**config.mk**
```make
export PLATFORM = sky130hd
export DESIGN_NAME = fb_mac_sequencer
export DESIGN_NICKNAME = d
export VERILOG_FILES = /design/src/rtl/filterbank_pkg.sv /design/src/rtl/fb_strobe_delay.sv /design/src/rtl/fb_mac_sequencer.sv
export SDC_FILE = /design/constraint.sdc
export NUM_CORES = 1
export LEC_CHECK = 0
export ABC_AREA = 1
export CORE_ASPECT_RATIO = 1.25
export CORE_MARGIN = 8
export CORE_UTILIZATION = 50
export CTS_BUF_LIST = sky130_fd_sc_hd__clkbuf_8
export DETAILED_ROUTE_END_ITERATION = 8
export PLACE_DENSITY_LB_ADDON = 0.15
export SETUP_SLACK_MARGIN = 0.02
export SYNTH_ARGS = -nofsm -noshare
export SYNTH_HDL_FRONTEND = slang
export SYNTH_SLANG_ARGS = --single-unit
export TNS_END_PERCENT = 1
```
**constraint.sdc**
```tcl
create_clock -name clock -period 5.65 [get_ports clock]
set_clock_uncertainty 0.2 [all_clocks]
set_input_delay 0.8475 -clock clock [delete_from_list [all_inputs] [get_ports clock]]
set_output_delay 0.8475 -clock clock [all_outputs]
set_load 0.05 [all_outputs]
```
**src/rtl/filterbank_pkg.sv**
```systemverilog
// Shared constants and FSM state encoding for the filter-bank MAC control path.
package filterbank_pkg;

    localparam int unsigned NTAPS   = 128;
    localparam int unsigned COEF_AW = 6;
    localparam int unsigned SAMP_AW = 7;
    localparam int unsigned MEM_LAT = 1;
    localparam int unsigned MAC_LAT = 2;

    typedef enum logic [2:0] {
        ST_IDLE  = 3'd0,
        ST_LOAD  = 3'd1,
        ST_RUN   = 3'd2,
        ST_DRAIN = 3'd3,
        ST_DONE  = 3'd4
    } fsm_state_t;

endpackage

```
**src/rtl/fb_strobe_delay.sv**
```systemverilog
// DEPTH-stage, WIDTH-bit shift register with asynchronous active-high reset.
module fb_strobe_delay #(
    parameter int unsigned DEPTH = 1,
    parameter int unsigned WIDTH = 3
) (
    input  logic             clock,
    input  logic             reset,
    input  logic [WIDTH-1:0] d,
    output logic [WIDTH-1:0] q
);

    logic [WIDTH-1:0] pipe [DEPTH];

    always_ff @(posedge clock or posedge reset) begin
        if (reset) begin
            for (int unsigned i = 0; i < DEPTH; i++) begin
                pipe[i] <= '0;
            end
        end else begin
            pipe[0] <= d;
            for (int unsigned i = 1; i < DEPTH; i++) begin
                pipe[i] <= pipe[i-1];
            end
        end
    end

    assign q = pipe[DEPTH-1];

endmodule

```
**src/rtl/fb_mac_sequencer.sv**
```systemverilog
// Control sequencer for the 8-filter time-multiplexed FIR bank: sample write,
// coefficient walk, MAC strobes and output-register load.
module fb_mac_sequencer #(
    parameter int unsigned NTAPS   = filterbank_pkg::NTAPS,
    parameter int unsigned COEF_AW = filterbank_pkg::COEF_AW,
    parameter int unsigned SAMP_AW = filterbank_pkg::SAMP_AW,
    parameter int unsigned MEM_LAT = filterbank_pkg::MEM_LAT,
    parameter int unsigned MAC_LAT = filterbank_pkg::MAC_LAT
) (
    input  logic               clock,
    input  logic               reset,
    input  logic               din_enable,
    output logic               samp_we,
    output logic [SAMP_AW-1:0] samp_waddr,
    output logic [SAMP_AW-1:0] samp_raddr0,
    output logic [SAMP_AW-1:0] samp_raddr1,
    output logic [COEF_AW-1:0] coeffaddress,
    output logic               mac_en,
    output logic               mac_clear,
    output logic               mac_last,
    output logic               dout_load,
    output logic               busy,
    output logic               overrun
);

    import filterbank_pkg::*;

    localparam int unsigned        DRAIN_CYC  = MEM_LAT + MAC_LAT;
    localparam logic [COEF_AW-1:0] K_LAST     = COEF_AW'(NTAPS / 2 - 1);
    localparam logic [2:0]         DRAIN_LAST = 3'(DRAIN_CYC - 1);

    fsm_state_t         state;
    fsm_state_t         state_next;
    logic [COEF_AW-1:0] k;
    logic [SAMP_AW-1:0] wptr;
    logic [2:0]         drain_cnt;
    logic               run;
    logic [SAMP_AW-1:0] tap_even;
    logic [2:0]         strobe_raw;
    logic [2:0]         strobe_dly;

    always_ff @(posedge clock or posedge reset) begin
        if (reset) begin
            state <= ST_IDLE;
        end else begin
            state <= state_next;
        end
    end

    always_comb begin
        state_next = state;
        case (state)
            ST_IDLE:  if (din_enable) state_next = ST_LOAD;
            ST_LOAD:  state_next = ST_RUN;
            ST_RUN:   if (k == K_LAST) state_next = ST_DRAIN;
            ST_DRAIN: if (drain_cnt == DRAIN_LAST) state_next = ST_DONE;
            ST_DONE:  state_next = ST_IDLE;
            default:  state_next = ST_IDLE;
        endcase
    end

    always_ff @(posedge clock or posedge reset) begin
        if (reset) begin
            k         <= '0;
            wptr      <= '0;
            drain_cnt <= '0;
            overrun   <= 1'b0;
        end else begin
            if (state == ST_RUN) begin
                k <= (k == K_LAST) ? '0 : k + 1'b1;
            end
            if (state == ST_DRAIN) begin
                drain_cnt <= drain_cnt + 1'b1;
            end else begin
                drain_cnt <= '0;
            end
            if (state == ST_DONE) begin
                wptr <= wptr + 1'b1;
            end
            // Any request outside IDLE, the DONE cycle included, is dropped but remembered.
            if (din_enable && state != ST_IDLE) begin
                overrun <= 1'b1;
            end
        end
    end

    // Tap 2k sits 2k entries behind the newest sample; the mod-NTAPS wrap is the natural
    // overflow of the SAMP_AW-bit subtraction.
    assign tap_even = wptr - SAMP_AW'({k, 1'b0});

    always_comb begin
        run          = (state == ST_RUN);
        samp_we      = (state == ST_LOAD);
        samp_waddr   = '0;
        samp_raddr0  = '0;
        samp_raddr1  = '0;
        coeffaddress = '0;
        if (samp_we) begin
            samp_waddr = wptr;
        end
        if (run) begin
            samp_raddr0  = tap_even;
            samp_raddr1  = tap_even - SAMP_AW'(1);
            coeffaddress = k;
        end
        strobe_raw = {run && (k == K_LAST), run && (k == '0), run};
        dout_load  = (state == ST_DONE);
        busy       = (state != ST_IDLE);
    end

    fb_strobe_delay #(
        .DEPTH(MEM_LAT),
        .WIDTH(3)
    ) u_strobe_delay (
        .clock(clock),
        .reset(reset),
        .d    (strobe_raw),
        .q    (strobe_dly)
    );

    assign mac_en    = strobe_dly[0];
    assign mac_clear = strobe_dly[1];
    assign mac_last  = strobe_dly[2];

endmodule

```
==> impl_results.md <==
- Status: finished, final reports clean
- CP required: 4600 ps
- Total gr overflow: 0
- Ranking of synthesized cells by area: dfrtp_1 (37%), nor2_1 (9.3%), ha_1 (8.9%)
- Worst Tran Pin Value: 856 ps
- YS warnings: 0
- CTS H-tree depth: 1
- Area share of the largest cell type after synthesis: 37.3%
- Sequential fraction of the synthesis area: 37.3%
- Final Setup Violations: 0
- Num CTS Buffers: 3
- Top-level I/O count: 37
- Die Height: 78.1 um
- Core Box Area: 2950 um2
- Highest clock rate: 255 MHz
- Drc violations: 0
- WHS Path Cells: 1
- Mapped Avg Cell Area: 7.91 um2
- Yosys reg bits: 23
- Cell taking the most area after synthesis: dfrtp_1
- Clock transition at the registers of the reported paths: 80 ps
- CTS tree: built
- Synth cell types: 31
- GR Util All Layers: 14.3%
- Final Routed Wirelength: 3.43 mm
- GP Congestion: 0.772
- Starting Density: 52.3%
- Post-DR vias/cell: 4.87
- Syn nets: 210
- Rel. slew slack: 42.9%
- Wire per inst: 12.8 um
- First-pass GRT wire length: 5.99 mm
- RSZ-0062 raised after global routing: no
- Cts-stage hold buffer count: 0
- ANT nets after route: 0
- Clock Sinks: 23
- 1st-iter DRT viols: 60
- Max-cap violations: 0
- Die ar.: 5130 um2
- Post-Route Utilization: 67.2%
- Diode count: 0
- Root Driver: clkbuf_8
- Pre-antenna DRT Iters: 4
- Post-route clock period utilization: 69.3%
- Post-CTS resize count: 0
- Critical path launch point type: flip-flop
- Vias: 1309
- WP data arrival: 2870 ps
- R2r worst-path depth: 7
- Antenna violations before repair: 0
- Type of the worst setup path: flip-flop to output port
- Final slew viol count: 0
- Layout Nets: 249
- Worst min path class: flip-flop to flip-flop
- Largest net degree at the start of global routing: 25
- Cell count after synthesis: 195
- Die width: 65.7 um
- CP endpoint kind: output port
- Setup TNS: 0 ps
- Share of cells above drive strength 1: 9.44%
- Worst skew pair latency: 260 ps
- Post-DP HPWL: 2.81 mm
- Netlist Area Pre-Place: 1540 um2
- Vias in the first global route: 1379
- IO buf count: 36
- Period minus WS final: 3920 ps
- Final Hold Fails: 0
- Max FO, Critical Path: 4
- Postcts setup bufs: 0
- Placed inst area: 1930 um2
- Final instance area: 1980 um2
- Area Overhead vs Synth: 28.5%
- Num rows: 22
- CTS Buffer Depth: 2
metrics by stage:
step	hold WS (ps)	cells	setup slack [ps]
6_report	262	269	1730
5_1_grt	271	269	1550
4_1_cts	265	269	1720
3_5_place_dp	250	265	2000
3_3_place_gp	242	265	2090
2_1_floorplan	229	195	2060
synth_stat cells:
master	count
a21o_1	2
a21oi_1	6
and2_4	1
buf_6	1
clkbuf_1	1
clkinv_4	1
dfrtp_1	23
fa_1	1
ha_1	11
inv_1	30
inv_2	3
nand2_1	32
nand2_2	1
nand2_4	1
nand3_1	12
nand3_2	3
nand3b_1	1
nand4_1	1
nor2_1	38
nor2_2	2
nor2_4	1
nor3_1	1
nor4_1	1
nor4_4	1
o21ai_0	3
o21ai_2	2
o21ai_4	1
or2_1	1
or2_2	1
xnor2_1	1
xor2_1	11
worst max-delay path, stage by stage (launching register included):
cell and delay (ps):
dfrtp_1 370, inv_1 80, ha_1 210, fa_1 540, nand2_1 80, a21oi_1 200
nand3_1 130, nand2_1 70, nand2_1 40, nor2_1 70, clkdlybuf4s50_1 810
final cells by class:
cell class | count | area, um2
repair buffers | 36 | 360
inverters | 34 | 133
well taps | 36 | 45.0
clock inverters | 1 | 7.51
multi-input cells | 136 | 818
fillers | 259 | 965
clock buffers | 3 | 41.3
flip-flops and latches | 23 | 576
flip-flops by register name, indices dropped and copies added (netlist names):
name and count:
drain_cnt 3, k 6, overrun 1, state 3
u_strobe_delay.q 3, wptr 7
final timing paths:
| path | slack, ps | startpoint | endpoint |
|---|---|---|---|
| max in group asynchronous | 3870 | reset | wptr[3] |
| setup reg to reg | 3970 | state[2] | state[1] |
| min in group asynchronous | 850 | reset | u_strobe_delay.q[0] |
| setup / recovery | 1730 | wptr[1] | samp_raddr1[6] |
| hold / removal | 260 | k[3] | u_strobe_delay.q[1] |
| hold reg to reg | 260 | k[3] | u_strobe_delay.q[1] |
routing by layer:
layer,wire [um],global-route usage (%)
met1,1380,15.3
met2,1820,25.9
met3,175,3.69
met4,58,5.03
met5,0,0
cells in the final DEF (no fill, tap or decap), drive strengths merged, types with 2 or more instances in the layout:
cell type,n
or2,2
xor2,11
nor2,41
nand3,15
clkdlybuf4s50,36
clkbuf,3
nor4,2
inv,33
nand2,34
ha,11
o21ai,6
dfrtp,23
a21o,2
a21oi,6
cells by family after synthesis:
family	synth area share [%]
XOR/XNOR	6.82
AO/OA/AOI/OAI	6.09
adder cells (fa/ha/maj)	10.2
AND/OR/NAND/NOR	30.0
flip-flops	37.3
buffers and inverters	9.58
Power is left out: the tool's default activity adds up to more than one toggle a clock period on the data nets, which glitch-free logic cannot reach.
